### src/rtl/seg_scan_pkg.sv
// rtl/seg_scan_pkg.sv - shared constants and types for the seven-segment scan controller
package seg_scan_pkg;

    localparam int NUM_DIGITS = 8;
    localparam int CHAR_W     = 5;

    localparam logic [CHAR_W-1:0] CHAR_BLANK = '0;

    typedef enum logic {
        BLANK = 1'b0,
        ON    = 1'b1
    } scan_state_t;

endpackage

### src/rtl/scan_prescaler.sv
// rtl/scan_prescaler.sv - slot-rate prescaler with per-slot blanking window
module scan_prescaler #(
    parameter int DIV          = 16,
    parameter int BLANK_CYCLES = 4,
    localparam int CNT_W       = (DIV < 2) ? 1 : $clog2(DIV)
) (
    input  logic             clk,
    input  logic             reset_n,
    output logic [CNT_W-1:0] slot_cnt,
    output logic             slot_end,
    output logic             in_blank
);

    if (DIV < 2 || BLANK_CYCLES < 0 || BLANK_CYCLES >= DIV) begin : g_bad_params
        $error("scan_prescaler: need DIV >= 2 and 0 <= BLANK_CYCLES < DIV");
    end

    localparam logic [CNT_W-1:0] CNT_LAST  = CNT_W'(DIV - 1);
    localparam logic [CNT_W-1:0] BLANK_LIM = CNT_W'(BLANK_CYCLES);

    logic [CNT_W-1:0] cnt_q;
    logic [CNT_W-1:0] cnt_d;

    // Free-running slot counter, 0..DIV-1.
    always_comb begin
        cnt_d = cnt_q + CNT_W'(1);
        if (cnt_q == CNT_LAST) begin
            cnt_d = '0;
        end
    end

    // Counter register.
    always_ff @(posedge clk or negedge reset_n) begin
        if (!reset_n) begin
            cnt_q <= '0;
        end else begin
            cnt_q <= cnt_d;
        end
    end

    assign slot_cnt = cnt_q;
    assign slot_end = (cnt_q == CNT_LAST);
    assign in_blank = (cnt_q < BLANK_LIM);

endmodule

### src/rtl/seg_scan_controller.sv
// rtl/seg_scan_controller.sv - 8-digit multiplexed display scanner with PWM and double-buffered frames
module seg_scan_controller
    import seg_scan_pkg::*;
#(
    parameter int CLK_HZ       = 100_000_000,
    parameter int SCAN_HZ      = 1000,
    parameter int BLANK_CYCLES = 64
) (
    input  logic                         clk,
    input  logic                         reset_n,
    input  logic                         frame_valid,
    output logic                         frame_ready,
    input  logic [NUM_DIGITS*CHAR_W-1:0] frame_data,
    input  logic [NUM_DIGITS-1:0]        frame_mask,
    input  logic [3:0]                   brightness,
    output logic [NUM_DIGITS-1:0]        anode_n,
    output logic [CHAR_W-1:0]            char_code,
    output logic [2:0]                   digit_idx,
    output logic                         scan_wrap
);

    localparam int DIV       = CLK_HZ / SCAN_HZ;
    localparam int CNT_W     = (DIV < 2) ? 1 : $clog2(DIV);
    localparam bit HAS_BLANK = (BLANK_CYCLES > 0);
    localparam logic [CNT_W-1:0] BLANK_LAST = HAS_BLANK ? CNT_W'(BLANK_CYCLES - 1) : '0;
    localparam logic [2:0]       DIGIT_LAST = 3'(NUM_DIGITS - 1);

    logic [CNT_W-1:0] slot_cnt;
    logic             slot_end;
    logic             in_blank;

    scan_state_t state_q, state_d;
    logic [3:0]  pwm_q, pwm_d;
    logic [2:0]  digit_q, digit_d;
    logic        pending_q, pending_d;
    logic [NUM_DIGITS-1:0] anode_q, anode_d;

    logic [NUM_DIGITS*CHAR_W-1:0] shadow_frame_q, active_frame_q, active_frame_d;
    logic [NUM_DIGITS-1:0]        shadow_mask_q, active_mask_q, active_mask_d;

    logic accept;
    logic swap;

    scan_prescaler #(
        .DIV          (DIV),
        .BLANK_CYCLES (BLANK_CYCLES)
    ) u_prescaler (
        .clk      (clk),
        .reset_n  (reset_n),
        .slot_cnt (slot_cnt),
        .slot_end (slot_end),
        .in_blank (in_blank)
    );

    assign scan_wrap = slot_end && (digit_q == DIGIT_LAST);
    assign accept    = frame_valid && !pending_q;
    assign swap      = scan_wrap && pending_q;

    // Next-state: phase/digit/PWM for the coming cycle, buffer swap, and the anode
    // pattern that those next values produce (so anode_n can be a plain register).
    always_comb begin
        state_d        = state_q;
        pwm_d          = pwm_q + 4'd1;
        digit_d        = digit_q;
        pending_d      = pending_q;
        active_frame_d = active_frame_q;
        active_mask_d  = active_mask_q;
        anode_d        = '1;

        if (slot_end) begin
            digit_d = (digit_q == DIGIT_LAST) ? 3'd0 : digit_q + 3'd1;
            state_d = HAS_BLANK ? BLANK : ON;
        end else if (HAS_BLANK && slot_cnt == BLANK_LAST) begin
            state_d = ON;
        end else begin
            state_d = in_blank ? BLANK : ON;
        end

        if (state_q == BLANK && state_d == ON) begin
            pwm_d = 4'd0;
        end

        if (swap) begin
            active_frame_d = shadow_frame_q;
            active_mask_d  = shadow_mask_q;
            pending_d      = 1'b0;
        end else if (accept) begin
            pending_d = 1'b1;
        end

        if (state_d == ON && active_mask_d[digit_d] && pwm_d <= brightness) begin
            anode_d[digit_d] = 1'b0;
        end
    end

    // Scan state, PWM phase and registered anode drive.
    always_ff @(posedge clk or negedge reset_n) begin
        if (!reset_n) begin
            state_q   <= BLANK;
            pwm_q     <= '0;
            digit_q   <= '0;
            pending_q <= 1'b0;
            anode_q   <= '1;
        end else begin
            state_q   <= state_d;
            pwm_q     <= pwm_d;
            digit_q   <= digit_d;
            pending_q <= pending_d;
            anode_q   <= anode_d;
        end
    end

    // Shadow captures on handshake; active is only ever loaded from the shadow.
    always_ff @(posedge clk or negedge reset_n) begin
        if (!reset_n) begin
            shadow_frame_q <= {NUM_DIGITS{CHAR_BLANK}};
            shadow_mask_q  <= '0;
            active_frame_q <= {NUM_DIGITS{CHAR_BLANK}};
            active_mask_q  <= '0;
        end else begin
            if (accept) begin
                shadow_frame_q <= frame_data;
                shadow_mask_q  <= frame_mask;
            end
            active_frame_q <= active_frame_d;
            active_mask_q  <= active_mask_d;
        end
    end

    assign frame_ready = !pending_q;
    assign anode_n     = anode_q;
    assign digit_idx   = digit_q;
    assign char_code   = active_frame_q[32'(digit_q) * CHAR_W +: CHAR_W];

endmodule

### config.mk
export PLATFORM = sky130hd
export DESIGN_NAME = seg_scan_controller
export DESIGN_NICKNAME = d
export VERILOG_FILES = /design/src/rtl/seg_scan_pkg.sv /design/src/rtl/scan_prescaler.sv /design/src/rtl/seg_scan_controller.sv
export SDC_FILE = /design/constraint.sdc
export NUM_CORES = 1
export LEC_CHECK = 0
export ABC_AREA = 1
export CORE_MARGIN = 1
export CORE_UTILIZATION = 35
export DETAILED_ROUTE_END_ITERATION = 8
export SYNTH_ARGS = -nofsm -noshare
export SYNTH_HDL_FRONTEND = slang
export SYNTH_SLANG_ARGS = --single-unit
export TNS_END_PERCENT = 5
### constraint.sdc
create_clock -name clk -period 4 [get_ports clk]
set_input_delay 0.8 -clock clk [delete_from_list [all_inputs] [get_ports clk]]
set_output_delay 0.8 -clock clk [all_outputs]
set_load 0.03 [all_outputs]
# [After elaboration in Yosys (flattened, before gate mapping)]
# Cells that the tools add are included.
[totals] ff_bits=130 in_bits=55 out_inout_bits=18 wordCells=48
[op_classes] n_addsub=3 mul=1 magnitude_cmp=4 n_eq_ne=3 shift=1 mux=15 bitwise_logic=2 reduce_logical=9
[ops] cell="$shiftx 40x7->5" count=1
[ops] cell="$add 17x1->17 const B" count=1
[ops] cell="$eq 17x17->1 const B" count=1
[ops] cell="$eq 17x6->1 const B" count=1
[ops] cell="$lt 17x7->1 const B" count=1
[ops] cell="$mux 17" count=1
[ops] cell="$mux 8" count=2
[ops] cell="$not 8->8" count=1
[ops] cell="$logic_and 1x1->1" count=7
[ops] cell="$mux 1" count=7
[ops] cell="$mul 3x3->6 const B" count=1
[ops] cell="$mux 3" count=2
[ops] cell="$add 4x1->4 const B" count=1
[ops] cell="$le 4x4->1" count=1
[ops] cell="$lt 3x4->1 const B" count=1
[ops] cell="$mux 4" count=1
[ops] cell="$add 3x1->3 const B" count=1
[ops] cell="$bmux 1 s3" count=1
[ops] cell="$demux 1 s3" count=1
[ops] cell="$eq 3x3->1 const B" count=1
[ops] cell="$ge 3x1->1 const B" count=1
[ops] cell="$reduce_bool 2->1" count=1
[ops] cell="$logic_not 1->1" count=1
[ops] cell="$not 1->1" count=1

# [Longest topological paths before layout]
# Gate-level depths: netlist of run 1.
[depth] word_depth=9 mapped_depth=18 ltp_nobuf=18

# [Modules after synthesis]
# From an unflattened synthesis of run 1, not the netlist that was laid out.
[unflattened] hier_cells=595 area_unflattened_um2=6069.6
[modules_own_cells] module="seg_scan_controller" instances=1 cells_each=450 area_each_um2=5034.8 seq_area_each_um2=2837.7
[modules_own_cells] module="scan_prescaler" instances=1 cells_each=145 area_each_um2=1034.7 seq_area_each_um2=425.4

# [Worst setup path after synthesis of run 1]
# No wires, ideal clock.
[synth_path] path_type="register -> register" start="reg u_prescaler.cnt_q[0], in the netlist u_prescaler.slot_cnt[0]" end="reg anode_q[0], in the netlist anode_n[0]" setup_time_ns=0.088 arrival_time_ns=2.481 t_required_ns=3.912 slack_ns=1.431 path_stages_with_launch=19 n_path_buf=0 synth_period_minus_slack_ns=2.569 path_cell_list="dfrtp_1 ha_1 nand3_2 nor2_4 nand2_1 nand3_1 nand2_1 or2_2 nand2_1 inv_1 ha_1 inv_1 nor2_1 o21ai_0 a32oi_1 nor2_1 nand3_2 nor2_4 nand3_1"
[synth_via] elab_chain_cells=9 word_cells_on_any_way=24 cone_classes="4 x order compare; 2 x eq/ne; 11 x mux; 1 x bitwise; 6 x reduce/logical"
[synth_rtl] element="start, declared" line_no="scan_prescaler.sv:21" rtl="logic [CNT_W-1:0] cnt_q;"
[synth_rtl] element="start signal, assigned" line_no="scan_prescaler.sv:37" rtl="cnt_q <= cnt_d;"
[synth_rtl] element="$lt 17x7->1" line_no="scan_prescaler.sv:43" rtl="assign in_blank = (cnt_q < BLANK_LIM);"
[synth_rtl] element="$mux 1" line_no="seg_scan_controller.sv:76" rtl="state_d = in_blank ? BLANK : ON;"
[synth_rtl] element="$mux 1" line_no="seg_scan_controller.sv:73" rtl="end else if (HAS_BLANK && slot_cnt == BLANK_LAST) begin"
[synth_rtl] element="$mux 1 *" line_no="seg_scan_controller.sv:70" rtl="if (slot_end) begin"
[synth_rtl] element="$logic_and 1x1->1 *" line_no="seg_scan_controller.sv:79" rtl="if (state_q == BLANK && state_d == ON) begin"
[synth_rtl] element="$mux 4 *" line_no="seg_scan_controller.sv:79"
[synth_rtl] element="named net pwm_d[1]" line_no="seg_scan_controller.sv:33" rtl="logic [3:0] pwm_q, pwm_d;"
[synth_rtl] element="$le 4x4->1 *" line_no="seg_scan_controller.sv:91" rtl="if (state_d == ON && active_mask_d[digit_d] && pwm_d <= brightness) begin"
[synth_rtl] element="$logic_and 1x1->1 *" line_no="seg_scan_controller.sv:91"
[synth_rtl] element="$mux 8 *" line_no="seg_scan_controller.sv:91"
[synth_rtl] element="named net anode_d[0]" line_no="seg_scan_controller.sv:36" rtl="logic [NUM_DIGITS-1:0] anode_q, anode_d;"
[synth_rtl] element="end signal, assigned" line_no="seg_scan_controller.sv:109" rtl="anode_q <= anode_d;"
[synth_rtl] element="end, declared" line_no="seg_scan_controller.sv:36"
# The timed path passes the listed nets; every way through them passes the cells marked *. The select of a mux whose other input is x is not followed.
# A chain may end at the register's enable or synchronous reset.

# [Final worst setup path of run 1]
[layout_path] start="reg digit_q[0], in the netlist digit_idx[0]" end="out char_code[3]"
[layout_via] elab_chain_cells=2
[layout_rtl] element="start, declared" line_no="seg_scan_controller.sv:34" rtl="logic [2:0] digit_q, digit_d;"
[layout_rtl] element="start signal, assigned" line_no="seg_scan_controller.sv:107" rtl="digit_q <= digit_d;"
[layout_rtl] element="$mul 3x3->6" line_no="seg_scan_controller.sv:133" rtl="assign char_code = active_frame_q[32'(digit_q) * CHAR_W +: CHAR_W];"
[layout_rtl] element="$shiftx 40x7->5" line_no="seg_scan_controller.sv:133"
[layout_rtl] element="end, declared" line_no="seg_scan_controller.sv:17" rtl="output logic [CHAR_W-1:0] char_code,"
# No other way between the ends.

==> qor.yml, run 1 <==
p_int_uw: 2430
gr-total-overflow: 0
syn_area_um2: 5890
yosysWarnings: 0
nFillCells: 1567
cp.required_ps: 3200
r2r-start: "u_prescaler.slot_cnt[0]$_DFF_PN0_"
synth_cell_types: 38
p_sw_share_pct: 20.8
dp_hpwl_um: 8790
cpMaxStageDelayCell: "clkdlybuf4s50_1"
fin_worst_skew_ps: 7.55
r2r_cells: 18
multiInputGateArea_um2: 2260
yosysTopAreaCellShare_pct: 51.9
portBuffers: 72
grt_max_degree: 76
core-area_um2: 16500
critPathMaxStageDelay_ps: 730
post_cts_buffers: 0
p_clk_share_pct: 51.0
critPathLaunch: "digit_idx[0]$_DFF_PN0_"
worst_slew_pin_slew_ps: 1150
vias: 4297
maxSlewViolCount: 0
clk_pin_slew_worst_paths_ps: 50
p_seq_share_pct: 45.0
num_antenna_cells: 0
final-seq-area_um2: 3260
hold_depth: 2
fin_crit_sh_pct: 92.3
power_density_nw_per_um2: 414
min_path_type: "flop to flop"
cts_buffer_depth: 2
finalSetupViolCount: 0
cp_max_fo: 24
status: "finished clean"
clk_latency_ps: 420
clkSinkCount: 130
cts_root_buffer: "clkbuf_16"
cts_tree: "yes"
grt_pass1_vias: 4550
synth_seq_cells: 130
holdPathEnd: "active_frame_q[19]$_DFFE_PN0N_"
synth_top_area_cell: "dfrtp_1"
worst-setup-path-type: "flop to primary output"
crit_arrival_ps: 2890
synth_ff_type: "dfrtp_1"
rsz0062_at_grt: "no"
slew_headroom_pct: 23.0
hold_ws_ps: 488
drc_errors: 0
switchingPower_uw: 638
p_leak_uw: 0.00376
vdd_ir_drop_max_mv: 0.333
syn_inst: 632
hold_start: "active_frame_q[19]$_DFFE_PN0N_"
synth_nets: 695
r2r_end: "anode_n[0]$_DFF_PN1_"
yosysMostFrequentCell: "nor2_1"
area_delta_synth_final_pct: 25.7
fp.dieH_um: 132
layout.nets: 766
cap_violations: 0
crit_chain: "inv_1, o21ai_0, o22ai_1, nor2_1, a31oi_1, clkdlybuf4s50_1"
drt_pass1_iterations: 4
grt.total_usage_pct: 15.7
synth-seq-area-share_pct: 55.4
postRouteWirelength_um: 12200
max_freq_ghz: 0.271
min_period_ps: 3690
start_util_pct: 35.6
drtAntennaViolNets: 0
io_pins: 73
htree_levels: 4
synth_area_leaders: "dfrtp_1 52%, nor2_1 12%, mux2_2 8.0%, inv_1 3.9%, nand2_1 3.8%"
ys_top_cells_by_count: "183 x nor2_1, 122 x dfrtp_1, 61 x inv_1"
drive_gt1_share_pct: 15.6
critPathCaptureType: "primary output"
hold_viol: 0
ff2ff_setup_slack_ps: 1030
drt_iter0_drc: 254
hold_buffers: 0
finalSetupTns_ps: 0
synth_edf_count: 0
synth-async-reset-ratio_pct: 100
synth.avg_cell_area_um2: 9.31
viasPerCell: 4.59
die_area_um2: 17300
die_w_um: 132
grt_pass1_wl_um: 21500
grt_antenna_before_repair: 0
routedWlPerCell_um: 13.1
gp_congestion: 0.832
cts_buffers: 17
pwr-share-comb_pct: 4.0
startpoint_type: "flop"
ctsResizeCount: 0
rows: 47
[power by group through the flow]
stage | sequential, uW | combinational [uW] | clock (uW)
2_1_floorplan | 1390 | 40.2 | 0
3_3_place_gp | 1400 | 125 | 0
3_5_place_dp | 1400 | 128 | 0
4_1_cts | 1380 | 129 | 1600
5_1_grt | 1380 | 139 | 1680
6_report | 1380 | 124 | 1560
[sequential cells by signal, summed over array words and instances (netlist names)]
register	count
active_frame_q	40
active_mask_q	8
anode_n	8
digit_idx	3
pending_q	1
pwm_q	4
shadow_frame_q	40
shadow_mask_q	8
state_q	1
u_prescaler.slot_cnt	17
[critical path, delay by kind of cell, from the launching register on]
kind / cells / cell delay, ps
flip-flops: 1 / 620
AND/OR/NAND/NOR: 1 / 60
buffers and inverters: 2 / 1230
AO/OA/AOI/OAI: 3 / 560
[per-layer routing]
metal	vias to the layer above	track usage (%)	wire [um]
met3	13	4.28	392
met4	0	5.56	138
li1	2153	-	-
met1	2052	19.1	5630
met5	-	0	0
met2	79	26.6	6090
[cell type report]
class / instances / share of cell area, %
Clock inverter: 13 / 2.13
Timing Repair Buffer: 74 / 10.1
Clock buffer: 19 / 5.98
Tap cell: 220 / 3.72
Sequential cell: 130 / 44.1
Inverter: 68 / 3.47
Multi-Input combinational cell: 412 / 30.5
[worst max-delay path by stage]
stage | slack, ps | end | cells after the start
5_1_grt | 80 | char_code[0] | 6
6_report | 310 | char_code[3] | 6
3_5_place_dp | 820 | char_code[3] | 6
4_1_cts | 350 | char_code[3] | 6
3_3_place_gp | 880 | char_code[3] | 6
2_1_floorplan | 1430 | anode_n[0]$_DFF_PN1_ | 18
[layout by cell type, fill, tap and decap left out, drive strengths merged, types with 4 or more instances in the layout]
cell type | netlist | final
a31oi | 6 | 6
mux2 | 42 | 42
clkbuf | 10 | 19
a21oi | 11 | 11
clkinv | 3 | 7
nor2 | 192 | 192
nand4 | 7 | 7
clkdlybuf4s50 | 0 | 71
ha | 8 | 8
clkinvlp | 0 | 4
o21ai | 30 | 30
dfstp | 8 | 8
dfrtp | 122 | 122
o22ai | 5 | 5
nand3 | 29 | 29
xor2 | 6 | 6
inv | 65 | 67
nand2 | 64 | 64
[per-stage QoR]
| stage | util, % | instance area (um^2) | total power [uW] | cells | setup WS (ps) |
|---|---|---|---|---|---|
| after floorplan | - | 5890 | 1440 | 632 | 1430 |
| final | 44.8 | 7400 | 3070 | 936 | 306 |
| after global placement | 41.2 | 6800 | 1530 | 904 | 879 |
| after CTS | 44.8 | 7400 | 3110 | 936 | 350 |
| after global routing | 44.8 | 7400 | 3200 | 936 | 81.7 |
| after detailed placement | 41.2 | 6800 | 1530 | 904 | 824 |
[cells by family after synthesis]
logic type | synth area share [%]
XOR/XNOR | 1.04
multiplexers | 8.03
flip-flops | 55.4
adder cells (fa/ha/maj) | 1.70
AO/OA/AOI/OAI | 5.23
AND/OR/NAND/NOR | 22.4
buffers and inverters | 6.21
Note: power is estimated with default switching activity, not from simulation.
==> run 2: changes to the inputs <==
Settings changed: CAP_MARGIN set to 20.
==> run 2 against run 1 <==
Against the previous run:
- sequential power hardly changed
- critical path depth stayed put
- sequential share of layout area is 0.12 points lower
- register-to-register slack hardly changed
- final area is 0.27% higher
- via count is 0.35% higher
- non-clock buffer count is 1 higher
- core utilization is 0.12 points higher
- count of clock-buffer cells in the layout stayed put
- worst setup slack worse by 4.4 ps
- total power is 0.11% higher
- largest power group unchanged
==> qor.yml, run 2 (synthesized netlist as in run 1, its figures left out) <==
die_area_um2: 17300  # unchanged
area_delta_synth_final_pct: 26.1
clkSinkCount: 130  # unchanged
drive_gt1_share_pct: 15.8  # +0.12 points
gr-total-overflow: 0  # unchanged
switchingPower_uw: 641  # +0.51%
fin_worst_skew_ps: 9.51  # +1.96 ps
grt.total_usage_pct: 15.7  # unchanged
cp_max_fo: 24  # unchanged
top_layer: "met4"
clk_latency_ps: 420  # about the same
dp_hpwl_um: 8790  # unchanged
finalSetupViolCount: 0  # unchanged
maxSlewViolCount: 0  # unchanged
clk_pin_slew_worst_paths_ps: 50  # about the same
num_antenna_cells: 0  # unchanged
cts_tree: "yes"
drt_pass1_iterations: 4  # unchanged
grt_antenna_before_repair: 0  # unchanged
drtAntennaViolNets: 0  # unchanged
rows: 47  # unchanged
viasPerCell: 4.60  # +0.24%
hold_viol: 0  # unchanged
worst_slew_pin_slew_ps: 943  # -209 ps
power_density_nw_per_um2: 414  # -0.16%
startpoint_type: "flop"
cts_root_buffer: "clkbuf_16"
nFillCells: 1566  # -0.064%
cap_violations: 0  # unchanged
ctsResizeCount: 0  # unchanged
status: "finished clean"
vdd_ir_drop_max_mv: 0.333  # about the same
wl_met1_um: 5550  # -1.5%
finalSetupTns_ps: 0  # unchanged
p_seq_share_pct: 44.9  # about the same
grt_pass1_wl_um: 21500  # unchanged
multiInputGateArea_um2: 2260  # unchanged
vias: 4312  # +0.35%
min_path_type: "flop to flop"
p_leak_uw: 0.00377  # +0.28%
crit_arrival_ps: 2900  # about the same
min_period_ps: 3700  # +4.44 ps
fp.dieH_um: 132  # unchanged
routedWlPerCell_um: 13.1  # +0.13%
dr_wl_met2_um: 6220  # +2.2%
post_cts_buffers: 0  # unchanged
cts_buffers: 17  # unchanged
wl_met3_um: 372  # -5.1%
core-area_um2: 16500  # unchanged
grt_pass1_vias: 4550  # unchanged
die_w_um: 132  # unchanged
gp_congestion: 0.832  # unchanged
fin_crit_sh_pct: 92.5  # +0.11 points
max_freq_ghz: 0.270  # -0.12%
cts_buffer_depth: 2  # unchanged
grt_max_degree: 76  # unchanged
critPathCaptureType: "primary output"
layout.nets: 767  # +0.13%
worst-setup-path-type: "flop to primary output"
io_pins: 73  # unchanged
final-seq-area_um2: 3260  # unchanged
start_util_pct: 35.6  # unchanged
layout_common_cells: "183 x nor2_1, 122 x dfrtp_1, 71 x clkdlybuf4s50_1"
p_total_uw: 3070  # +0.11%
p_clk_share_pct: 51.0  # about the same
p_int_uw: 2430  # about the same
layout_commonest_cell: "nor2_1"
p_sw_share_pct: 20.9  # +0.085 points
hold_buffers: 0  # unchanged
postRouteWirelength_um: 12300  # +0.24%
slew_headroom_pct: 37.1  # +14 points
drt_iter0_drc: 273  # +7.5%
pwr-share-comb_pct: 4.0  # about the same
portBuffers: 72  # unchanged
htree_levels: 4  # unchanged
cp.required_ps: 3200  # about the same
drc_errors: 0  # unchanged
rsz0062_at_grt: "no"
==> run 2: final timing paths <==
| path | from | end | slack [ps] | cells after the start |
|---|---|---|---|---|
| max in group asynchronous | reset_n | shadow_frame_q[22]$_DFFE_PN0P_ | 2640 | 2 |
| setup reg to reg | u_prescaler.slot_cnt[0]$_DFF_PN0_ | anode_n[0]$_DFF_PN1_ | 1030 | 18 |
| hold / removal | active_frame_q[19]$_DFFE_PN0N_ | active_frame_q[19]$_DFFE_PN0N_ | 490 | 2 |
| min in group asynchronous | reset_n | pwm_q[3]$_DFF_PN0_ | 500 | 1 |
| setup / recovery | digit_idx[0]$_DFF_PN0_ | char_code[3] | 300 | 6 |
| hold reg to reg | active_frame_q[19]$_DFFE_PN0N_ | active_frame_q[19]$_DFFE_PN0N_ | 490 | 2 |
==> run 2: metal layers <==
layer	GRT usage (%)	vias up
met5	0	-
met4	5.56	0
met3	4.28	9
met2	26.6	77
met1	19.1	2069
li1	-	2157
==> run 2: layout make-up <==
| class | instances | share of cell area, % |
|---|---|---|
| Inverter | 68 | 3.46 |
| Timing Repair Buffer | 75 | 10.3 |
| Tap cell | 220 | 3.71 |
| Clock inverter | 13 | 2.12 |
| Multi-Input combinational cell | 412 | 30.5 |
| Clock buffer | 19 | 5.97 |
| Sequential cell | 130 | 44.0 |
==> run 2: through the flow <==
step	worst slack (ps)	cell area, um^2	hold WS, ps	utilization (%)	instances
2_1_floorplan	1430	5890	449	-	632
3_3_place_gp	879	6800	479	41.2	904
3_5_place_dp	824	6800	486	41.2	904
4_1_cts	350	7400	498	44.8	936
5_1_grt	81.7	7420	524	44.9	937
6_report	302	7420	488	44.9	937
==> run 2: critical path, cell delays in order (launching register included) <==
cell and delay, ps:
dfrtp_1 620, inv_1 500, o21ai_0 160, o22ai_1 150, nor2_1 60, a31oi_1 260, clkdlybuf4s50_1 730
==> run 2: power by group through the flow <==
stage / combinational [uW] / sequential (uW) / clock (uW)
finish: 124 / 1380 / 1570
global route: 139 / 1380 / 1680
CTS: 129 / 1380 / 1600
detailed placement: 128 / 1400 / 0
global placement: 125 / 1400 / 0
floorplan: 40.2 / 1390 / 0
